$ cat src/rtl/rand_pool_if.sv
// HART-side request/grant bundle of the entropy pool.
// The pool is the slave; each HART drives one req bit and watches its ack bit.
interface rand_pool_if #(
  parameter int NRAND = 1,
  parameter int WIDTH = 16
);
  logic [NRAND-1:0] req;
  logic [NRAND-1:0] ack;
  logic [WIDTH-1:0] data;
  logic             fail;

  modport master (output req, input ack, data, fail);
  modport slave  (input req, output ack, data, fail);
endinterface

$ cat src/rtl/rand_pool.sv
// Multi-channel entropy pool.
// Health-checks raw sources, whitens them through an LFSR, packs words into a FIFO and grants them round-robin.
module rand_pool #(
  parameter int NRAND     = 1,
  parameter int NSRC      = 2,
  parameter int WIDTH     = 16,
  parameter int NBITS     = 5,
  parameter int DEPTH     = 4,
  parameter int RCT_LIMIT = 255
) (
  input  logic            clk,
  input  logic            reset,
  input  logic [NSRC-1:0] src_in,
  rand_pool_if.slave      rif,
  output logic [NSRC-1:0] chan_dead,
  output logic            rand_dead,
  output logic            overflow
);
  localparam int TW = $clog2(NBITS) + 1;
  localparam int BW = $clog2(WIDTH) + 1;
  localparam int CW = $clog2(DEPTH) + 1;
  localparam int AW = $clog2(DEPTH);
  localparam int RW = (NRAND > 1) ? $clog2(NRAND) : 1;

  logic [NSRC-1:0]  r_src_reg;
  logic [NSRC-1:0]  r_prev_reg;
  logic [NSRC-1:0]  chan_dead_reg;
  logic [NSRC-1:0]  chan_dead_next;
  logic             rand_dead_reg;
  logic             rand_dead_next;
  logic [15:0]      lfsr_reg;
  logic             m_prev_reg;
  logic [TW-1:0]    tcnt_reg;
  logic [BW-1:0]    bcnt_reg;
  logic [WIDTH-2:0] acc_reg;
  logic [WIDTH-1:0] acc_next;
  logic [WIDTH-1:0] word_reg;
  logic             word_vld_reg;

  logic [WIDTH-1:0] mem [DEPTH];
  logic [AW-1:0]    wr_ptr_reg;
  logic [AW-1:0]    rd_ptr_reg;
  logic [CW-1:0]    count_reg;
  logic             overflow_reg;

  logic [RW-1:0]    rr_ptr_reg;
  logic [NRAND-1:0] ack_reg;
  logic [WIDTH-1:0] data_reg;
  logic             fail_reg;

  logic             mix;
  logic             trans;
  logic             capture;
  logic [NRAND-1:0] elig;
  logic             gnt_found;
  logic [RW-1:0]    gnt_idx;
  logic             grant;
  logic             pop;
  logic             push;
  logic             push_ok;
  logic             full;
  logic             flush;

  // Repetition-count health test, one counter per channel.
  generate
    for (genvar gi = 0; gi < NSRC; gi++) begin : g_health
      logic [7:0] rep_reg;
      logic [7:0] rep_next;

      always_comb begin
        if (r_src_reg[gi] != r_prev_reg[gi])
          rep_next = 8'd0;
        else if (rep_reg == 8'hFF)
          rep_next = rep_reg;
        else
          rep_next = rep_reg + 8'd1;
        chan_dead_next[gi] = chan_dead_reg[gi] | (rep_next >= 8'(RCT_LIMIT));
      end

      always_ff @(posedge clk) begin
        if (reset) begin
          rep_reg           <= 8'd0;
          chan_dead_reg[gi] <= 1'b0;
        end else begin
          rep_reg           <= rep_next;
          chan_dead_reg[gi] <= chan_dead_next[gi];
        end
      end
    end
  endgenerate

  assign rand_dead_next = &chan_dead_next;
  assign mix            = ^(r_src_reg & ~chan_dead_reg);
  assign trans          = (mix != m_prev_reg);
  assign capture        = trans && (tcnt_reg == TW'(NBITS - 1)) && !rand_dead_reg;
  assign acc_next       = {acc_reg, lfsr_reg[0]};

  // Sampling, whitening and bit packing.
  always_ff @(posedge clk) begin
    if (reset) begin
      r_src_reg     <= '0;
      r_prev_reg    <= '0;
      rand_dead_reg <= 1'b0;
      lfsr_reg      <= 16'h0001;
      m_prev_reg    <= 1'b0;
      tcnt_reg      <= '0;
      bcnt_reg      <= '0;
      acc_reg       <= '0;
      word_reg      <= '0;
      word_vld_reg  <= 1'b0;
    end else begin
      r_src_reg     <= src_in;
      r_prev_reg    <= r_src_reg;
      rand_dead_reg <= rand_dead_next;
      lfsr_reg      <= {lfsr_reg[14:0],
                        lfsr_reg[15] ^ lfsr_reg[14] ^ lfsr_reg[12] ^ lfsr_reg[3] ^ mix};
      m_prev_reg    <= mix;
      word_vld_reg  <= 1'b0;
      if (trans)
        tcnt_reg <= (tcnt_reg == TW'(NBITS - 1)) ? '0 : tcnt_reg + TW'(1);
      if (capture) begin
        acc_reg <= acc_next[WIDTH-2:0];
        if (bcnt_reg == BW'(WIDTH - 1)) begin
          bcnt_reg     <= '0;
          word_reg     <= acc_next;
          word_vld_reg <= 1'b1;
        end else begin
          bcnt_reg <= bcnt_reg + BW'(1);
        end
      end
    end
  end

  // A HART acked this cycle still shows req high, so it sits out one decision.
  assign elig = rif.req & ~ack_reg;

  always_comb begin
    gnt_found = 1'b0;
    gnt_idx   = '0;
    for (int k = 0; k < NRAND; k++) begin
      if (!gnt_found && elig[(int'(rr_ptr_reg) + k) % NRAND]) begin
        gnt_found = 1'b1;
        gnt_idx   = RW'((int'(rr_ptr_reg) + k) % NRAND);
      end
    end
  end

  assign grant   = gnt_found && ((count_reg != '0) || rand_dead_reg);
  assign pop     = grant && !rand_dead_reg;
  assign full    = (count_reg == CW'(DEPTH));
  assign push    = word_vld_reg && !rand_dead_reg;
  assign push_ok = push && (!full || pop);
  assign flush   = rand_dead_next && !rand_dead_reg;

  // FIFO control; losing all entropy empties the buffer for good.
  always_ff @(posedge clk) begin
    if (reset) begin
      wr_ptr_reg   <= '0;
      rd_ptr_reg   <= '0;
      count_reg    <= '0;
      overflow_reg <= 1'b0;
    end else if (flush) begin
      wr_ptr_reg <= '0;
      rd_ptr_reg <= '0;
      count_reg  <= '0;
    end else begin
      if (push_ok)
        wr_ptr_reg <= wr_ptr_reg + AW'(1);
      if (push && full && !pop)
        overflow_reg <= 1'b1;
      if (pop)
        rd_ptr_reg <= rd_ptr_reg + AW'(1);
      case ({push_ok, pop})
        2'b10:   count_reg <= count_reg + CW'(1);
        2'b01:   count_reg <= count_reg - CW'(1);
        default: count_reg <= count_reg;
      endcase
    end
  end

  always_ff @(posedge clk) begin
    if (!reset && !flush && push_ok)
      mem[wr_ptr_reg] <= word_reg;
  end

  always_ff @(posedge clk) begin
    if (reset)
      data_reg <= '0;
    else if (pop)
      data_reg <= mem[rd_ptr_reg];
    else
      data_reg <= '0;
  end

  always_ff @(posedge clk) begin
    if (reset) begin
      ack_reg    <= '0;
      fail_reg   <= 1'b0;
      rr_ptr_reg <= '0;
    end else begin
      ack_reg  <= grant ? (NRAND'(1) << gnt_idx) : '0;
      fail_reg <= grant && rand_dead_reg;
      if (grant)
        rr_ptr_reg <= (gnt_idx == RW'(NRAND - 1)) ? '0 : gnt_idx + RW'(1);
    end
  end

  assign rif.ack   = ack_reg;
  assign rif.data  = data_reg;
  assign rif.fail  = fail_reg;
  assign chan_dead = chan_dead_reg;
  assign rand_dead = rand_dead_reg;
  assign overflow  = overflow_reg;
endmodule

$ cat src/flat_wrapper.sv
// flat-port wrapper written by rule: the top's interface ports become plain ports
module rand_pool_flat 
#(
  parameter int NRAND     = 1,
  parameter int NSRC      = 2,
  parameter int WIDTH     = 16,
  parameter int NBITS     = 5,
  parameter int DEPTH     = 4,
  parameter int RCT_LIMIT = 255
)
  (clk, reset, src_in, chan_dead, rand_dead, overflow, rif_req, rif_ack, rif_data, rif_fail);
  rand_pool_if #(.NRAND(NRAND), .WIDTH(WIDTH)) rif_i ();
  input  logic clk;
  input  logic reset;
  input  logic [NSRC-1:0] src_in;
  output logic [NSRC-1:0] chan_dead;
  output logic rand_dead;
  output logic overflow;
  input wire logic [$bits(rif_i.req)-1:0] rif_req;
  output wire logic [$bits(rif_i.ack)-1:0] rif_ack;
  output wire logic [$bits(rif_i.data)-1:0] rif_data;
  output wire logic [$bits(rif_i.fail)-1:0] rif_fail;
  assign rif_i.req = rif_req;
  assign rif_ack = rif_i.ack;
  assign rif_data = rif_i.data;
  assign rif_fail = rif_i.fail;
  rand_pool #(.NRAND(NRAND), .NSRC(NSRC), .WIDTH(WIDTH), .NBITS(NBITS), .DEPTH(DEPTH), .RCT_LIMIT(RCT_LIMIT)) u_core (.clk(clk), .reset(reset), .src_in(src_in), .rif(rif_i), .chan_dead(chan_dead), .rand_dead(rand_dead), .overflow(overflow));
endmodule
$ cat config.mk
export PLATFORM = sky130hd
export DESIGN_NAME = rand_pool_flat
export DESIGN_NICKNAME = d
export VERILOG_FILES = /design/src/rtl/rand_pool_if.sv /design/src/rtl/rand_pool.sv /design/src/flat_wrapper.sv
export SDC_FILE = /design/constraint.sdc
export NUM_CORES = 1
export LEC_CHECK = 0
export BUFFER_PORTS_ARGS = -buffer_cell sky130_fd_sc_hd__clkbuf_2
export CAP_MARGIN = 20
export CELL_PAD_IN_SITES_DETAIL_PLACEMENT = 1
export CELL_PAD_IN_SITES_GLOBAL_PLACEMENT = 1
export CORE_MARGIN = 2
export CORE_UTILIZATION = 45
export DETAILED_ROUTE_END_ITERATION = 16
export GPL_TIMING_DRIVEN = 0
export PLACE_DENSITY = 0.8
export SETUP_SLACK_MARGIN = 0.2
export SLEW_MARGIN = 20
export SYNTH_ARGS = -nofsm -noshare
export SYNTH_HDL_FRONTEND = slang
export SYNTH_SLANG_ARGS = --single-unit
$ cat constraint.sdc
create_clock -name clk -period 3.2 [get_ports clk]
set_input_delay 0.48 -clock clk [delete_from_list [all_inputs] [get_ports clk]]
set_output_delay 0.48 -clock clk [all_outputs]
set_load 0.01 [all_outputs]
# [Yosys cells after proc, flatten, opt, wreduce, memory -nomap -nowiden]
# Memory sizes are Yosys's and may differ from the RTL's. A register that Yosys moved wholly into a read port is not among the register bits.
# Index checks and enable logic that the tools add are counted.
[totals] mem_count=1 ramBits=64 regBits=91 word_cells=94 out_inout_bits=22 in_bits=5
[op_classes] bitwise_logic=13 n_lt_le_gt_ge=2 mux=12 add_sub_neg=8 eq_ne=10 n_reduce_logical=28
[mem_list] name="u_core.mem" words=4 width=16 read_ports=1 rd_clocked_by_memory_dff=1 wr=1 line_no="rand_pool.sv:40" text="logic [WIDTH-1:0] mem [DEPTH];"
[op_table] operator="$mux W8" count=4
[op_table] operator="$add A8 B1 Y8 const B" count=2
[op_table] operator="$eq A8 B8 Y1 const B" count=2
[op_table] operator="$ge A8 B8 Y1 const B" count=2
[op_table] operator="$logic_and A1 B1 Y1" count=12
[op_table] operator="$pmux W3 S2" count=1
[op_table] operator="$reduce_and A2 Y1" count=3
[op_table] operator="$reduce_or A2 Y1" count=3
[op_table] operator="$add A5 B1 Y5 const B" count=1
[op_table] operator="$eq A5 B4 Y1 const B" count=1
[op_table] operator="$logic_not A1 Y1" count=5
[op_table] operator="$mux W1" count=5
[op_table] operator="$mux W5" count=1
[op_table] operator="$add A2 B1 Y2 const B" count=2
[op_table] operator="$add A4 B1 Y4 const B" count=1
[op_table] operator="$eq A4 B3 Y1 const B" count=1
[op_table] operator="$mux W4" count=1
[op_table] operator="$not A1 Y1" count=4
[op_table] operator="$xor A1 B1 Y1" count=4
[op_table] operator="$add A3 B1 Y3 const B" count=1
[op_table] operator="$eq A3 B3 Y1 const B" count=1
[op_table] operator="$ne A1 B1 Y1" count=3
[op_table] operator="$reduce_bool A3 Y1" count=1
[op_table] operator="$sub A3 B1 Y3 const B" count=1
[op_table] operator="other kinds (9)" count=11

# [Logic depth before layout (Yosys ltp)]
# Gate-level depths: netlist (run 1).
[depth] depth_word=12 ltp_mapped=10 ltp_nobuf=9

# [Least setup slack after synthesis (run 1)]
# No wires, ideal clock.
[synth_path] path_type="flip-flop to flip-flop" from="reg u_core.g_health[1].rep_reg[0]" to="mem u_core.mem[0][0] (enable)" required_time_ps=2812 t_arrival_ps=2705 setup_time_ps=388 setup_slack_ps=106 n_path_buf=1 stages_incl_launch_ff=9 path_cell_list="dfxtp_1 > ha_1 > nand4_1 > or2_1 > clkbuf_1 > mux2_2 > a31oi_2 > o41ai_4 > nor2_1"
[synth_via] elab_chain_len=12 elab_cells_between_ends=13 cone_classes="1 x add/sub; 1 x order compare; 1 x eq/ne; 4 x mux; 1 x bitwise; 5 x reduce/logical"
[synth_lines] element="start, declared" line_no="rand_pool.sv:67" text="logic [7:0] rep_reg;"
[synth_lines] element="start signal, assigned" line_no="rand_pool.sv:85" text="rep_reg <= rep_next;"
[synth_lines] element="$add A8 B1 Y8 or $eq A8 B8 Y1 (tied branches)" line_no="rand_pool.sv:76, rand_pool.sv:73"
[synth_lines] element="$mux W8 (*)" line_no="rand_pool.sv:73" text="else if (rep_reg == 8'hFF)"
[synth_lines] element="$mux W8 (*)" line_no="rand_pool.sv:71" text="if (r_src_reg[gi] != r_prev_reg[gi])"
[synth_lines] element="$ge A8 B8 Y1 (*)" line_no="rand_pool.sv:77" text="chan_dead_next[gi] = chan_dead_reg[gi] | (rep_next >= 8'(RCT_LIMIT));"
[synth_lines] element="$or A1 B1 Y1 (*)" line_no="rand_pool.sv:77"
[synth_lines] element="$reduce_and A2 Y1 (*)" line_no="rand_pool.sv:92" text="assign rand_dead_next = &chan_dead_next;"
[synth_lines] element="$logic_and A1 B1 Y1 (*)" line_no="rand_pool.sv:153" text="assign flush = rand_dead_next && !rand_dead_reg;"
[synth_lines] element="$logic_not A1 Y1 (*)" line_no="rand_pool.sv:182" text="if (!reset && !flush && push_ok)"
[synth_lines] element="$logic_and A1 B1 Y1 (*) (2 in series)" line_no="rand_pool.sv:182"
[synth_lines] element="$mux W1 (*)" line_no="rand_pool.sv:182"
[synth_lines] element="$mux W1 (not written as such) (*)" line_no="rand_pool.sv:183" text="mem[wr_ptr_reg] <= word_reg;"
[synth_lines] element="end, declared" line_no="rand_pool.sv:40"
# Every way passes the cells marked *; elsewhere a longest branch is shown, timed or not.

# [Worst setup path after layout (run 1)]
[layout_path] from="reg u_core.g_health[1].rep_reg[1]" to="mem u_core.mem[3][1] (enable)"
# Same word-level chain as after synthesis.

==> flow_summary.toml, run 1 <==
[logic_synthesis]
avgSynthCellArea_sq_um = 12.6
ys.flop_type = "dfxtp_1"
synthCells = 509
synth_seq_area_share_pct = 63.2
ys_async_sr_fraction_pct = 0
synth_edf_count = 64
yosysWarnings = 0
syn_area_sq_um = 6430
synth_cell_types = 55
synth_fp_nets = 524
ys_seq_elements = 171

[cells_and_area]
layout_common_cells = "105 x dfxtp_1, 64 x edfxtp_1, 51 x nand2_1"
layout_commonest_cell = "dfxtp_1"
top_register = "u_core.mem"
final_net_count = 580
largest_register_ff_count = 64
postLayoutCellArea_sq_um = 7570
num_antenna_cells = 0
area_growth_pct = 17.6
instances_no_fill = 758
post_route_cells_drive_above_1_share_pct = 19.0

[grt]
overflow = 0
grtUsageTotal_pct = 19.7
grt_pass1_wl_um = 22300
grt_start_max_net_pins = 19
grt_pass1_vias = 4358
grt_antenna_before_repair = 0

[pwr]
p_per_area_nw_per_um2 = 629
power.total_w = 0.00476
leakagePower_nw = 2.63
irDropWorstVdd_mv = 0.397

[timing]
rsz0062_at_grt = "no"
final.setup.tns_ps = 0
hold_ws_ps = 253
worst_pin_slew_ps = 907
setup_viol = 0
fin_crit_ps = 2830
drv_slew = 0
clock_skew_ps = 7.80
hold_viol = 0
max_clock_freq_mhz = 353
period_share_pct = 88.5
maxSlewHeadroom_pct = 39.5

[clocking]
root_buffer = "clkbuf_16"
clk_latency_ps = 430
path_clk_slew_ps = 70
cts_tree = "built"
cts.path.max_buffers = 2
numCtsBuffers = 17
cts_sinks = 171
cts-htree-levels = 4

[place]
detailed_place_hpwl_um = 9260
gp_congestion = 0.770
dpl.cell_count = 718
port_buffers = 25
placed_cell_area_sq_um = 6840

[detailed_routing]
first_pass_iters = 4
wirelength_um = 13600
drt_iter0_drc = 165
num_vias = 4083
routedWlPerCell_um = 17.9
drc = 0
vias_per_cell = 5.39
detail-route-antenna-nets = 0

[setup_path]
rr_worst_depth = 10
arrival_ps = 2970
r2r-end = "u_core.mem[3][1]"
crit_fanout = 9
crit_path_end_kind = "register"
r2r_start = "u_core.g_health[1].rep_reg[1]"
path_class = "reg -> reg"
regToRegSetupSlack_ps = 370
cp.required_ps = 3340
crit_path_start = "u_core.g_health[1].rep_reg[1]"
endpoint = "u_core.mem[3][1]"
critPathLaunchType = "register"

[flow_run]
max_cap_viol_count = 0

[die]
die_height_um = 124
pin_count = 27
core_sq_um = 13900
die_w_um = 124
initial_core_util_pct = 46.2
die_area_sq_um = 15300
rows = 43

[run_status]
outcome = "finished, final reports clean"

[min_path]
hold_path_class = "in -> reg"
[metal layers]
| metal | vias up | GRT usage, % | wire length (um) |
|---|---|---|---|
| li1 | 1953 | - | - |
| met4 | 0 | 9.30 | 313 |
| met3 | 26 | 5.13 | 378 |
| met1 | 2041 | 22.3 | 5700 |
| met2 | 63 | 34.5 | 7160 |
| met5 | - | 0 | 0 |
[repair_timing]
item | 4_1_cts | 5_1_grt
endpoints found under the setup margin | 64 | 65
resized for setup | 9 | 4
hold buffers | 0 | 0
pin swaps | 5 | 1
setup buffers | 7 | 1
[where the power goes]
part / internal [W] / switching [W]
logic: 0.000240 / 0.000219
clock network: 0.00104 / 0.000943
registers: 0.00228 / 0.0000390
[cell families (layout without fill, tap and decap cells)]
logic type	count (synthesis)	in the layout	synth area share, %
buf+inv	34	103	2.29
mux	22	22	6.55
simple gates	174	174	14.5
compound gates	80	80	8.71
xor+xnor	18	18	2.68
fa+ha+maj	10	10	2.06
flops	171	171	63.2
[cells in the mapped netlist, types with 3 or more instances]
library cell | count | area share, %
a21oi_1 | 29 | 2.3
a22o_1 | 17 | 2.3
a31oi_1 | 10 | 0.97
and2_1 | 4 | 0.39
and3_1 | 5 | 0.49
clkbuf_1 | 16 | 0.93
dfxtp_1 | 107 | 33
edfxtp_1 | 64 | 30
ha_1 | 9 | 1.7
inv_1 | 12 | 0.70
mux2i_1 | 5 | 0.78
mux4_2 | 16 | 5.6
nand2_1 | 51 | 3.0
nand2b_1 | 4 | 0.39
nand3_1 | 5 | 0.39
nand4_1 | 5 | 0.49
nor2_1 | 28 | 1.6
nor2b_1 | 41 | 4.0
nor3_1 | 9 | 0.70
nor4_1 | 3 | 0.29
o21a_1 | 3 | 0.35
o21ai_0 | 7 | 0.54
or3_1 | 4 | 0.39
xnor2_1 | 14 | 1.9
xor2_1 | 3 | 0.41
[final cells by class]
| type | count | area [sq um] |
|---|---|---|
| plain buffers | 22 | 103 |
| clock buffers | 17 | 425 |
| clock inverters | 15 | 150 |
| fillers | 1447 | 6360 |
| inverters | 12 | 45.0 |
| multi-input cells | 304 | 2300 |
| flip-flops and latches | 171 | 4070 |
| well taps | 180 | 225 |
| repair buffers | 37 | 255 |
[stage by stage]
step | utilization (%) | worst slack, ps
6_report | 54.3 | 368
3_3_place_gp | 48.7 | -766
2_1_floorplan | - | 106
4_1_cts | 54.1 | 257
3_5_place_dp | 49.1 | -272
5_1_grt | 54.3 | 215
[worst max-delay path: stages, from the launching register on]
cell,delay [ps]
dfxtp_1,390
ha_2,270
nand4_1,160
or2_1,250
clkbuf_1,200
mux2_2,350
a31oi_4,290
o41ai_4,130
buf_12,180
nor2_4,130
buf_6,180
[how the worst min path moves through the flow]
stage / startpoint / to / slack [ps] / depth (start not counted)
finish: src_in[1] / u_core.r_src_reg[1] / 250 / 2
global route: src_in[1] / u_core.r_src_reg[1] / 270 / 2
CTS: src_in[1] / u_core.r_src_reg[1] / 240 / 2
detailed placement: u_core.lfsr_reg[11] / u_core.lfsr_reg[12] / 430 / 1
global placement: u_core.lfsr_reg[1] / u_core.lfsr_reg[2] / 430 / 1
floorplan: u_core.lfsr_reg[9] / u_core.lfsr_reg[10] / 410 / 1
No activity file was read; power rests on OpenSTA's default activity.
==> inputs of run 2 (changes only) <==
--- a/config.mk
+++ b/config.mk
@@ -14,6 +14,7 @@
 export DETAILED_ROUTE_END_ITERATION = 16
 export GPL_TIMING_DRIVEN = 0
 export PLACE_DENSITY = 0.8
+export REMOVE_ABC_BUFFERS = 1
 export SETUP_SLACK_MARGIN = 0.2
 export SLEW_MARGIN = 20
 export SYNTH_ARGS = -nofsm -noshare
==> run 2 against run 1 <==
Total power increased by 2.0%. Combinational power is 14% lower. Utilization is 0.39 points lower. Clock-buffer cell count increased by 2. Flip-flop and latch count is the same. Clock skew grew 7.8 ps. Hold slack better by 11 ps. Highest routed layer unchanged. Via count down 2.5%. First-iteration DRC count is 47% higher.
==> flow_summary.toml, run 2 (synthesis results as in run 1) <==
[run_status]
outcome = "finished, final reports clean"

[setup_path]
rr_worst_depth = 9
crit_fanout = 10
path_class = "reg -> reg"
regToRegSetupSlack_ps = 340
arrival_ps = 2990
r2r_start = "u_core.g_health[1].rep_reg[0]"
cp.required_ps = 3340
critPathLaunchType = "register"
crit_path_end_kind = "register"
r2r-end = "u_core.mem[1][5]"

[die]
die_height_um = 124
pin_count = 27
die_w_um = 124
die_area_sq_um = 15300
rows = 43
initial_core_util_pct = 46.2
core_sq_um = 13900

[cells_and_area]
num_antenna_cells = 0
largest_register_ff_count = 64
final_core_util_pct = 53.9
layout_commonest_cell = "dfxtp_1"
top_register = "u_core.mem"
instances_no_fill = 738
postLayoutCellArea_sq_um = 7520
layout_common_cells = "106 x dfxtp_1, 64 x edfxtp_1, 51 x nand2_1"
post_route_cells_drive_above_1_share_pct = 19.2
area_growth_pct = 16.8
final_net_count = 560

[clocking]
cts_sinks = 171
numCtsBuffers = 17
path_clk_slew_ps = 60
clk_latency_ps = 440
cts_tree = "built"
cts-htree-levels = 4
cts.path.max_buffers = 2
postCtsHoldBufs = 0
root_buffer = "clkbuf_16"

[timing]
hold_viol = 0
period_share_pct = 89.3
fin_crit_ps = 2860
worst_pin_slew_ps = 1040
maxSlewHeadroom_pct = 30.5
max_clock_freq_mhz = 350
setup_viol = 0
clock_skew_ps = 15.6
drv_slew = 0
rsz0062_at_grt = "no"
setup_ws_ps = 341

[pwr]
leakagePower_nw = 2.62
p_per_area_nw_per_um2 = 646
power.total_w = 0.00486
irDropWorstVdd_mv = 0.398

[detailed_routing]
detail-route-antenna-nets = 0
routedWlPerCell_um = 17.9
wirelength_um = 13200
drc = 0
first_pass_iters = 4
num_vias = 3981
drt_iter0_drc = 243
vias_per_cell = 5.39

[min_path]
holdPathStages = 2
hold_path_class = "in -> reg"
hold_start = "src_in[1]"
min_to = "u_core.r_src_reg[1]"

[flow_run]
max_cap_viol_count = 0

[grt]
grt_antenna_before_repair = 0
overflow = 0
grt_start_max_net_pins = 53
grt_pass1_vias = 4235
grtUsageTotal_pct = 19.4
grt_pass1_wl_um = 21800

[place]
detailed_place_hpwl_um = 8130
placed_cell_area_sq_um = 6750
gp_congestion = 0.874
dpl.cell_count = 697
place_ws_ps = -99.3
port_buffers = 26
run 2: cell count changes in the layout (fill, tap and decap cells not counted), moves of 2 or more:
cell       delta
clkbuf_1     -15
buf_6         -3
buf_1         -2
bufinv_16     +2
clkinv_8      -2
inv_6         -2
run 2: worst max-delay path, stage by stage, from the launching register on:
cell and delay (ps):
dfxtp_1 430, ha_2 290, nand4_1 170, or2_1 380, mux2_2 330, a31oi_4 310, o41ai_4 120, buf_4 200
nor2_4 150, buf_8 170
run 2: final cells by class:
cell class | count | area, sq um
clock inverter | 13 | 158
clock buffer | 19 | 443
sequential | 171 | 4070
tap | 180 | 225
timing repair buffer | 39 | 284
fill | 1411 | 6420
multi-input combinational | 304 | 2300
inverter | 12 | 45.0
run 2: metrics by stage:
step | TNS [ps] | hold slack, ps
finish | 0 | 265
global route | 0 | 267
global placement | -42420 | 421
detailed placement | -3050 | 434
CTS | 0 | 243
floorplan | 0 | 414
run 2: timing repair:
item	CTS	global route
setup endpoints to repair	66	64
pin swaps	6	0
buffers inserted	9	0
gates resized for setup	6	5
run 2: metal layers:
metal	wire, um	track usage, %	share of wire, %
met3	296	4.49	2.2
met1	5420	21.8	41
met5	0	0	0
met2	7220	34.4	55
met4	278	9.38	2.1
run 2: how the worst max path moves through the flow:
stage | cells past startpoint | slack (ps) | endpoint | start
6_report | 9 | 340 | u_core.mem[1][5] | u_core.g_health[1].rep_reg[0]
3_5_place_dp | 8 | -100 | u_core.mem[0][14] | u_core.g_health[1].rep_reg[0]
4_1_cts | 9 | 260 | u_core.mem[3][1] | u_core.g_health[1].rep_reg[0]
5_1_grt | 9 | 200 | u_core.mem[3][1] | u_core.g_health[1].rep_reg[0]
3_3_place_gp | 7 | -680 | u_core.mem[0][14] | u_core.g_health[1].rep_reg[0]
2_1_floorplan | 7 | 170 | u_core.mem[0][0] | u_core.g_health[1].rep_reg[0]
run 2: power by group:
part / leakage (nW) / internal (W) / switching [W] / total [W]
clock: 0.290 / 0.00119 / 0.000904 / 0.00210
combinational: 0.943 / 0.000229 / 0.000165 / 0.000394
sequential: 1.38 / 0.00228 / 0.0000823 / 0.00237
